### src/rtl/alu_seq.sv
// Registered, parametrised ALU with a start/done handshake and iterative signed multiply.
// Latency: single-cycle opcodes raise done in the first cycle after start is sampled; MUL raises it in cycle WIDTH+1.
// Backpressure: none queued; start is taken only in IDLE, and is dropped while busy or during the done cycle.
//
// Ports:
//   clk, rstN          rising-edge clock, asynchronous active-low reset
//   start, opc         operation request and 4-bit opcode (sampled together in IDLE)
//   inA, inB, inC      signed operands and ADDC carry-in (sampled with start)
//   busy, done         in-progress indicator, one-cycle completion pulse
//   outW, zer, neg     registered result and its zero/sign flags (held between done pulses)
//   cout               unsigned carry-out, INC/ADDC only
//   ovf                signed overflow flag, present only when ALU_OVF_EN is defined
module alu_seq #(
  parameter int WIDTH = 16,
  parameter int CNTW  = $clog2(WIDTH) + 1
) (
  input  logic             clk,
  input  logic             rstN,
  input  logic             start,
  input  logic [3:0]       opc,
  input  logic [WIDTH-1:0] inA,
  input  logic [WIDTH-1:0] inB,
  input  logic             inC,
  output logic             busy,
  output logic             done,
  output logic [WIDTH-1:0] outW,
  output logic             zer,
  output logic             neg,
  output logic             cout
`ifdef ALU_OVF_EN
  ,
  output logic             ovf
`endif
);

  localparam int PW = 2 * WIDTH;

  localparam logic [3:0] OP_NEG   = 4'b0000;
  localparam logic [3:0] OP_INC   = 4'b0001;
  localparam logic [3:0] OP_ADDC  = 4'b0010;
  localparam logic [3:0] OP_AVG   = 4'b0011;
  localparam logic [3:0] OP_AND   = 4'b0100;
  localparam logic [3:0] OP_OR    = 4'b0101;
  localparam logic [3:0] OP_XOR   = 4'b0110;
  localparam logic [3:0] OP_PASSB = 4'b0111;
  localparam logic [3:0] OP_MUL   = 4'b1000;

  typedef enum logic [1:0] {
    S_IDLE = 2'b00,
    S_MULT = 2'b01,
    S_FIN  = 2'b10
  } state_t;

  state_t             state_q, state_d;
  logic               done_q, done_d;
  logic [WIDTH-1:0]   out_w_q, out_w_d;
  logic               zer_q, zer_d;
  logic               neg_q, neg_d;
  logic               cout_q, cout_d;
  logic [PW-1:0]      acc_q, acc_d;
  logic [PW-1:0]      mcand_q, mcand_d;
  logic [WIDTH-1:0]   mplier_q, mplier_d;
  logic [CNTW-1:0]    cnt_q, cnt_d;
`ifdef ALU_OVF_EN
  logic               ovf_q, ovf_d;
  logic               alu_ovf;
  logic [WIDTH:0]     mul_hi;
`endif

  // Single-cycle datapath, evaluated straight from the inputs so the result
  // can be registered on the same edge that samples start.
  logic [WIDTH:0]     inc_sum;
  logic [WIDTH:0]     addc_sum;
  logic [WIDTH:0]     avg_sum;
  logic               unused_avg_lsb;
  logic [WIDTH-1:0]   alu_res;
  logic               alu_cout;

  assign inc_sum  = {1'b0, inA} + {{WIDTH{1'b0}}, 1'b1};
  assign addc_sum = {1'b0, inA} + {1'b0, inB} + {{WIDTH{1'b0}}, inC};
  // Sign-extend to WIDTH+1 so the sum cannot overflow; dropping bit 0 is the
  // arithmetic shift right by one.
  assign avg_sum  = {inA[WIDTH-1], inA} + {inB[WIDTH-1], inB};
  assign unused_avg_lsb = avg_sum[0];

  always_comb begin
    alu_res  = '0;
    alu_cout = 1'b0;
    unique case (opc)
      OP_NEG:   alu_res = ~inA + {{(WIDTH-1){1'b0}}, 1'b1};
      OP_INC:   {alu_cout, alu_res} = inc_sum;
      OP_ADDC:  {alu_cout, alu_res} = addc_sum;
      OP_AVG:   alu_res = avg_sum[WIDTH:1];
      OP_AND:   alu_res = inA & inB;
      OP_OR:    alu_res = inA | inB;
      OP_XOR:   alu_res = inA ^ inB;
      OP_PASSB: alu_res = inB;
      default:  alu_res = '0;
    endcase
  end

`ifdef ALU_OVF_EN
  always_comb begin
    alu_ovf = 1'b0;
    unique case (opc)
      OP_NEG:  alu_ovf = (inA == {1'b1, {(WIDTH-1){1'b0}}});
      OP_INC:  alu_ovf = ~inA[WIDTH-1] & inc_sum[WIDTH-1];
      OP_ADDC: alu_ovf = (inA[WIDTH-1] == inB[WIDTH-1]) &&
                         (addc_sum[WIDTH-1] != inA[WIDTH-1]);
      default: alu_ovf = 1'b0;
    endcase
  end
`endif

  // One shift-add step. Bit WIDTH-1 of a two's-complement multiplier carries
  // negative weight, so the final step subtracts instead of adding.
  logic            mul_last;
  logic [PW-1:0]   mul_acc;

  assign mul_last = (cnt_q == CNTW'(WIDTH - 1));

  always_comb begin
    mul_acc = acc_q;
    if (mplier_q[0]) begin
      mul_acc = mul_last ? (acc_q - mcand_q) : (acc_q + mcand_q);
    end
  end

`ifdef ALU_OVF_EN
  // The product fits in WIDTH signed bits only if its top WIDTH+1 bits agree.
  assign mul_hi = mul_acc[PW-1:WIDTH-1];
`endif

  always_comb begin
    state_d  = state_q;
    done_d   = 1'b0;
    out_w_d  = out_w_q;
    zer_d    = zer_q;
    neg_d    = neg_q;
    cout_d   = cout_q;
    acc_d    = acc_q;
    mcand_d  = mcand_q;
    mplier_d = mplier_q;
    cnt_d    = cnt_q;
`ifdef ALU_OVF_EN
    ovf_d    = ovf_q;
`endif
    unique case (state_q)
      S_IDLE: begin
        if (start) begin
          if (opc == OP_MUL) begin
            state_d  = S_MULT;
            acc_d    = '0;
            mcand_d  = {{WIDTH{inA[WIDTH-1]}}, inA};
            mplier_d = inB;
            cnt_d    = '0;
          end else begin
            state_d = S_FIN;
            done_d  = 1'b1;
            out_w_d = alu_res;
            zer_d   = (alu_res == '0);
            neg_d   = alu_res[WIDTH-1];
            cout_d  = alu_cout;
`ifdef ALU_OVF_EN
            ovf_d   = alu_ovf;
`endif
          end
        end
      end
      S_MULT: begin
        acc_d    = mul_acc;
        mcand_d  = {mcand_q[PW-2:0], 1'b0};
        mplier_d = {1'b0, mplier_q[WIDTH-1:1]};
        cnt_d    = cnt_q + CNTW'(1);
        if (mul_last) begin
          state_d = S_FIN;
          done_d  = 1'b1;
          out_w_d = mul_acc[WIDTH-1:0];
          zer_d   = (mul_acc[WIDTH-1:0] == '0);
          neg_d   = mul_acc[WIDTH-1];
          cout_d  = 1'b0;
`ifdef ALU_OVF_EN
          ovf_d   = !((&mul_hi) || (~|mul_hi));
`endif
        end
      end
      S_FIN: begin
        // Result is visible this cycle; any start seen here is dropped.
        state_d = S_IDLE;
      end
      default: state_d = S_IDLE;
    endcase
  end

  always_ff @(posedge clk or negedge rstN) begin
    if (!rstN) begin
      state_q  <= S_IDLE;
      done_q   <= 1'b0;
      out_w_q  <= '0;
      zer_q    <= 1'b0;
      neg_q    <= 1'b0;
      cout_q   <= 1'b0;
      acc_q    <= '0;
      mcand_q  <= '0;
      mplier_q <= '0;
      cnt_q    <= '0;
`ifdef ALU_OVF_EN
      ovf_q    <= 1'b0;
`endif
    end else begin
      state_q  <= state_d;
      done_q   <= done_d;
      out_w_q  <= out_w_d;
      zer_q    <= zer_d;
      neg_q    <= neg_d;
      cout_q   <= cout_d;
      acc_q    <= acc_d;
      mcand_q  <= mcand_d;
      mplier_q <= mplier_d;
      cnt_q    <= cnt_d;
`ifdef ALU_OVF_EN
      ovf_q    <= ovf_d;
`endif
    end
  end

  assign busy = (state_q != S_IDLE);
  assign done = done_q;
  assign outW = out_w_q;
  assign zer  = zer_q;
  assign neg  = neg_q;
  assign cout = cout_q;
`ifdef ALU_OVF_EN
  assign ovf  = ovf_q;
`endif

endmodule

### config.mk
export PLATFORM = sky130hd
export DESIGN_NAME = alu_seq
export DESIGN_NICKNAME = d
export VERILOG_FILES = /design/src/rtl/alu_seq.sv
export SDC_FILE = /design/constraint.sdc
export NUM_CORES = 1
export LEC_CHECK = 0
export CAP_MARGIN = 20
export CELL_PAD_IN_SITES_DETAIL_PLACEMENT = 0
export CELL_PAD_IN_SITES_GLOBAL_PLACEMENT = 1
export CORE_MARGIN = 4
export CORE_UTILIZATION = 49
export DETAILED_ROUTE_END_ITERATION = 6
export PLACE_DENSITY = 0.95
export SLEW_MARGIN = 0
export SYNTH_ARGS = -nofsm -noshare
export SYNTH_HDL_FRONTEND = slang
export SYNTH_SLANG_ARGS = --single-unit
### constraint.sdc
create_clock -name clk -period 8.3 [get_ports clk]
set_clock_uncertainty 0.05 [all_clocks]
set_input_delay 1.245 -clock clk [delete_from_list [all_inputs] [get_ports clk]]
set_output_delay 1.245 -clock clk [all_outputs]
set_load 0.01 [all_outputs]
==> results of run 1 <==
[kinds of logic (layout without fill, tap and decap cells)]
| kind of cell | Yosys count | count (layout) | share of synthesized area |
|---|---|---|---|
| AOI/OAI and AO/OA | 265 | 265 | 0.2329 |
| xor gates and xnor gates | 66 | 66 | 0.07730 |
| adders and majority gates | 56 | 56 | 0.09771 |
| buffers and inverters | 131 | 159 | 0.07663 |
| DFF | 74 | 74 | 0.2476 |
| muxes | 25 | 25 | 0.05956 |
| and+or+nand+nor | 319 | 319 | 0.2083 |
[flip-flops by register name, indices dropped and copies added (netlist names)]
name	cells
acc_q	16
cnt_q	5
cout	1
done	1
mcand_q	16
mplier_q	16
outW	16
state_q	2
zer	1
[per-layer routing]
metal  track usage  wire length, µm
met1        0.3627            10210
met2        0.4092            10410
met3       0.05161             1529
met4       0.08576              666
met5             0                0
[path summary, 6_finish.rpt]
check,from,to,slack [ns],cells past startpoint
setup / recovery,inA[4],zer,3.43,12
hold / removal,cout,cout,0.45,2
setup reg to reg,cnt_q[0],outW[13],3.49,14
hold reg to reg,cout,cout,0.45,2
max in group asynchronous,rstN,acc_q[6],6.60,1
min in group asynchronous,rstN,cnt_q[3],0.98,1
[final cells by class]
class,count,area share
multi-input cells,731,0.6035
flip-flops and latches,74,0.2197
repair buffers,68,0.07808
inverters,75,0.03340
well taps,184,0.02731
clock buffers,10,0.02716
clock inverters,6,0.01084
[stage by stage]
| stage | worst slack [ns] | total power, W |
|---|---|---|
| 2_1_floorplan | 4.182 | 0.001478 |
| 3_3_place_gp | 3.158 | 0.001794 |
| 3_5_place_dp | 3.136 | 0.001810 |
| 4_1_cts | 3.477 | 0.002240 |
| 5_1_grt | 3.097 | 0.002411 |
| 6_report | 3.427 | 0.002246 |
[power by group]
| group | switching [W] | internal, W |
|---|---|---|
| logic | 0.000689 | 0.000527 |
| clock network | 0.000155 | 0.000264 |
| registers | 0.000121 | 0.000491 |
[worst max-delay path, cell delays in order]
cell	delay [ns]
clkdlybuf4s50_1	0.74
inv_1	0.18
ha_1	0.55
and3_2	0.30
a31oi_1	0.13
a21boi_0	0.42
nor3b_1	0.11
or4_4	0.45
or4_1	0.56
nor4_2	0.18
nand4b_1	0.13
nand3_1	0.10
[cell usage in the layout (no fill, tap or decap), types with 19 or more instances in the layout]
cell type / n
a21o_1: 20
a21oi_1: 51
a31oi_1: 39
clkdlybuf4s50_1: 59
dfrtp_1: 74
ha_1: 52
inv_1: 75
nand2_1: 111
nor2_1: 76
nor3_1: 19
o21ai_0: 56
xnor2_1: 48
==> flow_summary.ini, run 1 <==
[sta]
finalCritPeriodShare = 0.5871
min_period_ns = 4.873
tightest_slew_ns = 1.038
slew_headroom = 0.3063
hold_violations = 0
setup-violations-final = 0
final_max_slew_viol_count = 0
rsz0062_at_grt = false
fmax_mhz = 205.2
holdWs_ns = 0.4506
final.setup.tns_ns = 0

[clock_network]
insertion_delay_ns = 0.34
cts_hold_buf = 0
postCtsSetupBuffers = 0
cts_tree = yes
cts-htree-levels = 3
cts_buffer_depth = 2
root_buffer = clkbuf_16
cts_buffers = 9
cts_resized = 0
clkSinkCount = 74
cts.clk_slew.worst_paths_ns = 0.06

[floorplanning]
dieHeight_um = 131.5
boundaryPins = 61
dieArea_um2 = 17300
core_area_um2 = 14750
die_w_um = 131.5
placementRows = 44
initial_core_util = 0.5069

[yosys]
yosysTopAreaCell = dfrtp_1
post-synth-top-area-fraction = 0.2476
yosysMostFrequentCell = nand2_1
synth_common_cells = nand2_1 (111), nor2_1 (76), inv_1 (75)
synth_ff_type = dfrtp_1
synthArstFlopShare = 1.000
synth-edff-count = 0
syn_area_um2 = 7478
ys_warn_count = 0
synthTopCellsByArea = dfrtp_1 (25%), ha_1 (8.7%), xnor2_1 (5.6%)
syn_inst = 936
synthDistinctLibCells = 73
syn_area_per_cell_um2 = 7.990
syn_nets = 1032
yosys_register_bits = 74
seq_area_frac_synth = 0.2476

[place]
dpl.hpwl_um = 17230
port_buffers = 60
routabilityCongestion = 1.029
dp_cells = 1132
place_area_um2 = 8109

[critical_path]
crit_type = input port to register
startpoint_type = input port
cp.arrival_ns = 5.10
crit_path_end_kind = register
crit_required_ns = 8.53
crit_fanout = 10

[routing]
routed_via_density = 6.289
ant_nets = 0
initialDrtViolationCount = 724
drt-total-wl_um = 22810
wire_per_inst_um = 19.87
vias = 7220
first_pass_iters = 6
drc = 0

[job]
timing.max_cap.violations = 0

[power_and_ir_drop]
ir_worst_vdd_mv = 0.1382
p_leak_nw = 3.574
p_per_area_nw_per_um2 = 266.5

[worst_hold_path]
hold_path.class = register to register

[grt]
antenna_found_initial = 0
grt_start_max_net_pins = 75
grt_pass1_vias = 6717
grtUsageTotal = 0.2608
gr-total-overflow = 0
grt_pass1_wl_um = 36570

[finish]
fin_util = 0.5713
final-instance-count-excl-fill = 1148
final.fill_count = 1356
syn_to_final_growth_pct = 12.72
drive_gt1_frac = 0.06535
antenna_cells = 0
postLayoutCellArea_um2 = 8429
nNetsFinal = 1055
regArea_um2 = 1852
multi_input_area_um2 = 5087

[status]
status = finished, final reports clean
Note: power is estimated with default switching activity, not from simulation.
==> run 2: changes to the inputs <==
Settings changed: CORE_UTILIZATION 49 to 41, PLACE_DENSITY 0.95 to 0.91.
Clock period 8.3 ns to 3.91 ns, I/O delays scaled along.
==> run 2 against run 1 <==
Against the previous run: total power up 140%; utilization down 5.3 points; final cell count up 13%; non-clock buffer count rose by 101; worst setup slack worse by 3.2 ns; combinational power rose to 2.6 times the previous value; worst hold slack lost 0.12 ns; largest power group unchanged; highest routed layer unchanged.
==> flow_summary.ini, run 2 (synthesis results as in run 1) <==
[status]
status = finished, final reports clean

[critical_path]
worstPathCellList = ha_1 > and3_1 > ha_2 > buf_4 > nor2_1 > xnor2_1 > ha_1 > nor2b_1 > o31ai_1 > buf_4 > a211o_1 > o211ai_1 > a211o_1 > nor4_2 > and4_1 > nand4_1 > nand3_1
crit_path_end_kind = register
endpoint = zer
r2r_slack_ns = 0.19
startpoint_type = register
cp_slowest_cell = dfrtp_1
crit_fanout = 5
rr_endpoint = zer
cp.arrival_ns = 3.95
reg2reg_depth = 17
crit_required_ns = 4.14
timing.rr.start = cnt_q[0]
max_stage_delay_ns = 0.39
crit_type = register to register
crit_path_start = cnt_q[0]

[grt]
grt_start_max_net_pins = 75
gr-total-overflow = 0
grtUsageTotal = 0.2381
antenna_found_initial = 0
grt_pass1_wl_um = 38700
grt_pass1_vias = 7304

[floorplanning]
initial_core_util = 0.4163
core_area_um2 = 17960
boundaryPins = 61
dieArea_um2 = 20460
dieHeight_um = 143.1
die_w_um = 143.1
placementRows = 49

[sta]
min_period_ns = 3.722
finalCritPeriodShare = 0.9519
rsz0062_at_grt = false
holdWs_ns = 0.3339
fmax_mhz = 268.7
tightest_slew_ns = 1.135
final_max_slew_viol_count = 0
worst_slack_ns = 0.1880
setup-violations-final = 0
hold_violations = 0
slew_headroom = 0.2416

[finish]
nNetsFinal = 1156
layout.cells.most_common = nand2_1
final_cell_mix = nand2_1 (111), buf_4 (109), nor2_1 (76), inv_1 (75), dfrtp_1 (74)
postLayoutCellArea_um2 = 9311
drive_gt1_frac = 0.1635
antenna_cells = 0
syn_to_final_growth_pct = 24.51
final-instance-count-excl-fill = 1293

[clock_network]
root_buffer = clkbuf_16
cts-htree-levels = 3
clkSinkCount = 74
cts_hold_buf = 0
insertion_delay_ns = 0.34
cts.clk_slew.worst_paths_ns = 0.06
postCtsSetupBuffers = 0
cts_buffer_depth = 2
cts_tree = yes
cts_buffers = 9

[routing]
drc = 0
drt-total-wl_um = 24330
routed_via_density = 5.922
first_pass_iters = 5
wire_per_inst_um = 18.82
initialDrtViolationCount = 614
vias = 7657
ant_nets = 0

[place]
place_area_um2 = 8931
dpl.hpwl_um = 19350
dp_cells = 1278
routabilityCongestion = 1.049
place_ws_ns = -0.07750
port_buffers = 60

[power_and_ir_drop]
power_w = 0.005376
p_leak_nw = 4.071
ir_worst_vdd_mv = 0.6253
p_per_area_nw_per_um2 = 577.4

[job]
timing.max_cap.violations = 0

[worst_hold_path]
hold_path.class = input port to asynchronous set/reset pin
-- run 2: metal layers --
metal,track usage,share of wire,vias to the layer above
met2,0.3952,0.48,315
met3,0.04052,0.072,51
met1,0.3189,0.42,3667
met5,0,0,-
li1,-,-,3624
met4,0.07154,0.029,0
-- run 2: worst max-delay path: cells and delay by family (launching register included) --
| family | cells | cell delay (ns) |
|---|---|---|
| AO/OA/AOI/OAI | 4 | 0.82 |
| XOR/XNOR | 1 | 0.16 |
| adder cells (fa/ha/maj) | 3 | 0.71 |
| buffers and inverters | 2 | 0.34 |
| flip-flops | 1 | 0.39 |
| AND/OR/NAND/NOR | 7 | 1.21 |
-- run 2: worst min-delay path by stage --
stage	from	endpoint	cells past startpoint
after global routing	rstN	outW[10]	1
after CTS	rstN	outW[0]	1
after global placement	outW[14]	outW[14]	1
final	rstN	outW[0]	1
after detailed placement	outW[14]	outW[14]	1
after floorplan	rstN	acc_q[0]	0
-- run 2: power breakdown --
| part | switching (W) | leakage [nW] | internal [W] |
|---|---|---|---|
| clock network | 0.000338 | 0.152 | 0.000557 |
| logic | 0.00167 | 3.03 | 0.00152 |
| registers | 0.000250 | 0.889 | 0.00104 |
| total | 0.00225 | 4.07 | 0.00312 |
-- run 2: per-stage QoR --
step	TNS [ns]	utilization
after floorplan	0	-
after detailed placement	-0.1661	0.4972
final	0	0.5184
after global placement	-0.03882	0.4972
after CTS	0	0.5151
after global routing	0	0.5184
-- run 2: repair_timing --
action	4_1_cts	5_1_grt
setup endpoints to repair	3	9
resized for setup	2	13
pin swaps	0	4
-- run 2: layout make-up --
class                      count  area, µm²
fill                        1702       8652
multi-input combinational    731       5147
sequential                    74       1852
timing repair buffer         169       1429
tap                          229      286.5
inverter                      75      281.5
clock buffer                   9      225.2
clock inverter                 6      90.09
==> run 3: changes to the inputs <==
Settings changed: ABC_AREA set to 1, CORE_UTILIZATION 41 to 38, PLACE_DENSITY 0.91 to 0.9.
==> run 3 against run 2 <==
Against the previous run: critical path depth is 9 higher; die area is 15% higher; combinational power is 5% lower; fmax is 6.4% higher; synthesized cell count is 41% higher; sequential share of layout area hardly changed; via count is 16% higher; highest routed layer unchanged.
==> flow_summary.ini, run 3 <==
[clock_network]
insertion_delay_ns = 0.34
cts_buffer_depth = 2
cts_buffers = 9
clkSinkCount = 74
cts-htree-levels = 3
cts.clk_slew.worst_paths_ns = 0.06
cts_tree = yes
root_buffer = clkbuf_16

[routing]
routed_via_density = 5.357
drc = 0
wire_per_inst_um = 17.07
drt-total-wl_um = 28220
vias = 8855
first_pass_iters = 6
ant_nets = 0
initialDrtViolationCount = 627

[finish]
final.fill_count = 2184
final_cell_mix = nand2_1 (387), inv_1 (171), nand3_1 (152), nor2_1 (114), dfrtp_1 (74)
nNetsFinal = 1474
antenna_cells = 0
drive_gt1_frac = 0.08315
final-instance-count-excl-fill = 1653
layout.cells.most_common = nand2_1
fin_util = 0.4553
syn_to_final_growth_pct = 16.26

[power_and_ir_drop]
ir_worst_vdd_mv = 0.2971
seqPwrFrac = 0.249
power.share.switching = 0.4744
p_switching_w = 0.002474
p_leak_nw = 4.664
clkPwrFrac = 0.170
combinationalPowerShare = 0.581
p_int_w = 0.002741
p_per_area_nw_per_um2 = 558.8

[yosys]
ys_warn_count = 0
synthArstFlopShare = 1.000
synth_common_cells = nand2_1 (387), inv_1 (171), nand3_1 (152)
yosysMostFrequentCell = nand2_1
synth-edff-count = 0
synth_ff_type = dfrtp_1
syn_area_um2 = 8026
post-synth-top-area-fraction = 0.2307
seq_area_frac_synth = 0.2307
yosys_register_bits = 74
syn_nets = 1412
synthTopCellsByArea = dfrtp_1 (23%), nand2_1 (18%), nand3_1 (9.5%)
syn_inst = 1316
yosysTopAreaCell = dfrtp_1
syn_area_per_cell_um2 = 6.099
synthDistinctLibCells = 44

[critical_path]
cp.arrival_ns = 3.72
r2r_slack_ns = 0.41
rr_endpoint = zer
crit_required_ns = 4.13
crit_path_start = cnt_q[0]
startpoint_type = register
endpoint = zer
reg2reg_depth = 26
crit_path_end_kind = register
timing.rr.start = cnt_q[0]
crit_fanout = 10
crit_type = register to register

[place]
place_ws_ns = 0.3195
dp_cells = 1635
routabilityCongestion = 0.9836
port_buffers = 60
dpl.hpwl_um = 23180

[sta]
finalCritPeriodShare = 0.8947
fmax_mhz = 285.9
final_max_slew_viol_count = 0
min_period_ns = 3.498
hold_violations = 0
tightest_slew_ns = 0.9564
slew_headroom = 0.3624
holdWs_ns = 0.3319
worst_slack_ns = 0.4119
final.setup.tns_ns = 0
rsz0062_at_grt = false
setup-violations-final = 0

[grt]
gr-total-overflow = 0
grtUsageTotal = 0.2374
grt_pass1_vias = 8447
grt_pass1_wl_um = 44880
antenna_found_initial = 0
grt_start_max_net_pins = 75

[floorplanning]
initial_core_util = 0.3916
placementRows = 52
boundaryPins = 61
die_w_um = 153.3
dieHeight_um = 153.3
core_area_um2 = 20490
dieArea_um2 = 23510

[status]
status = finished, final reports clean

[worst_hold_path]
hold_path.class = input port to asynchronous set/reset pin

[job]
timing.max_cap.violations = 0
-- run 3: cell families after synthesis --
logic type,after synthesis,share of synthesized area
compound gates,203,0.1495
flops,74,0.2307
xor+xnor,14,0.01528
simple gates,734,0.3974
buf+inv,235,0.1161
fa+ha+maj,56,0.09104
-- run 3: power groups by stage --
stage                     registers [W]  logic [W]  clock network [W]
after floorplan                 0.00124    0.00222                  0
after global placement          0.00130    0.00294                  0
after detailed placement        0.00131    0.00299                  0
after CTS                       0.00130    0.00300           0.000902
after global routing            0.00134    0.00347           0.000935
final                           0.00130    0.00303           0.000887
-- run 3: metrics by stage --
stage               cell area [µm²]  total power, W
finish                         9331        0.005214
global route                   9331        0.005739
CTS                            9306        0.005198
detailed placement             8995        0.004294
global placement               8995        0.004242
floorplan                      8026        0.003458
-- run 3: cell type report --
class / count / area [µm²] / share of cell area
Sequential cell: 74 / 1852 / 0.1984
Clock buffer: 11 / 232.7 / 0.02494
Timing Repair Buffer: 93 / 845.8 / 0.09064
Tap cell: 270 / 337.8 / 0.03620
Inverter: 193 / 728.2 / 0.07804
Multi-Input combinational cell: 1007 / 5256 / 0.5633
Clock inverter: 5 / 78.83 / 0.008447
-- run 3: layer usage --
| metal | share of wire | GRT usage | up-vias |
|---|---|---|---|
| li1 | - | - | 4421 |
| met1 | 0.43 | 0.3013 | 4055 |
| met2 | 0.47 | 0.4062 | 312 |
| met3 | 0.050 | 0.02347 | 67 |
| met4 | 0.047 | 0.1114 | 0 |
| met5 | 0 | 0 | - |
-- run 3: timing repair --
action / 4_1_cts / 5_1_grt
setup buffers: 0 / 2
gates resized for setup: 0 / 6
setup endpoints to repair: 0 / 1
hold buffers: 0 / 0
-- run 3: how the worst min path moves through the flow --
| stage | to | depth (start not counted) | startpoint |
|---|---|---|---|
| final | mplier_q[5] | 1 | rstN |
| after global routing | mplier_q[5] | 1 | rstN |
| after CTS | mplier_q[10] | 1 | rstN |
| after floorplan | acc_q[0] | 0 | rstN |
| after detailed placement | acc_q[8] | 2 | acc_q[8] |
| after global placement | outW[14] | 2 | outW[14] |
-- run 3: worst max-delay path, stage by stage, from the launching register on --
cell	delay [ns]
dfrtp_1	0.40
ha_1	0.21
nand2_1	0.08
nor2_1	0.05
ha_1	0.22
buf_4	0.20
a21oi_1	0.15
xor2_1	0.18
inv_1	0.07
ha_1	0.33
nand2_1	0.09
nand2_1	0.05
inv_1	0.08
nor2_1	0.04
nor2_1	0.13
nand2_1	0.12
nand2_1	0.09
nand3_1	0.07
nand2_1	0.14
nand2_1	0.07
nor2_1	0.14
nand3_1	0.08
nor2_1	0.12
nand3_1	0.09
nand2_1	0.08
nand2_1	0.04
nand2_1	0.05
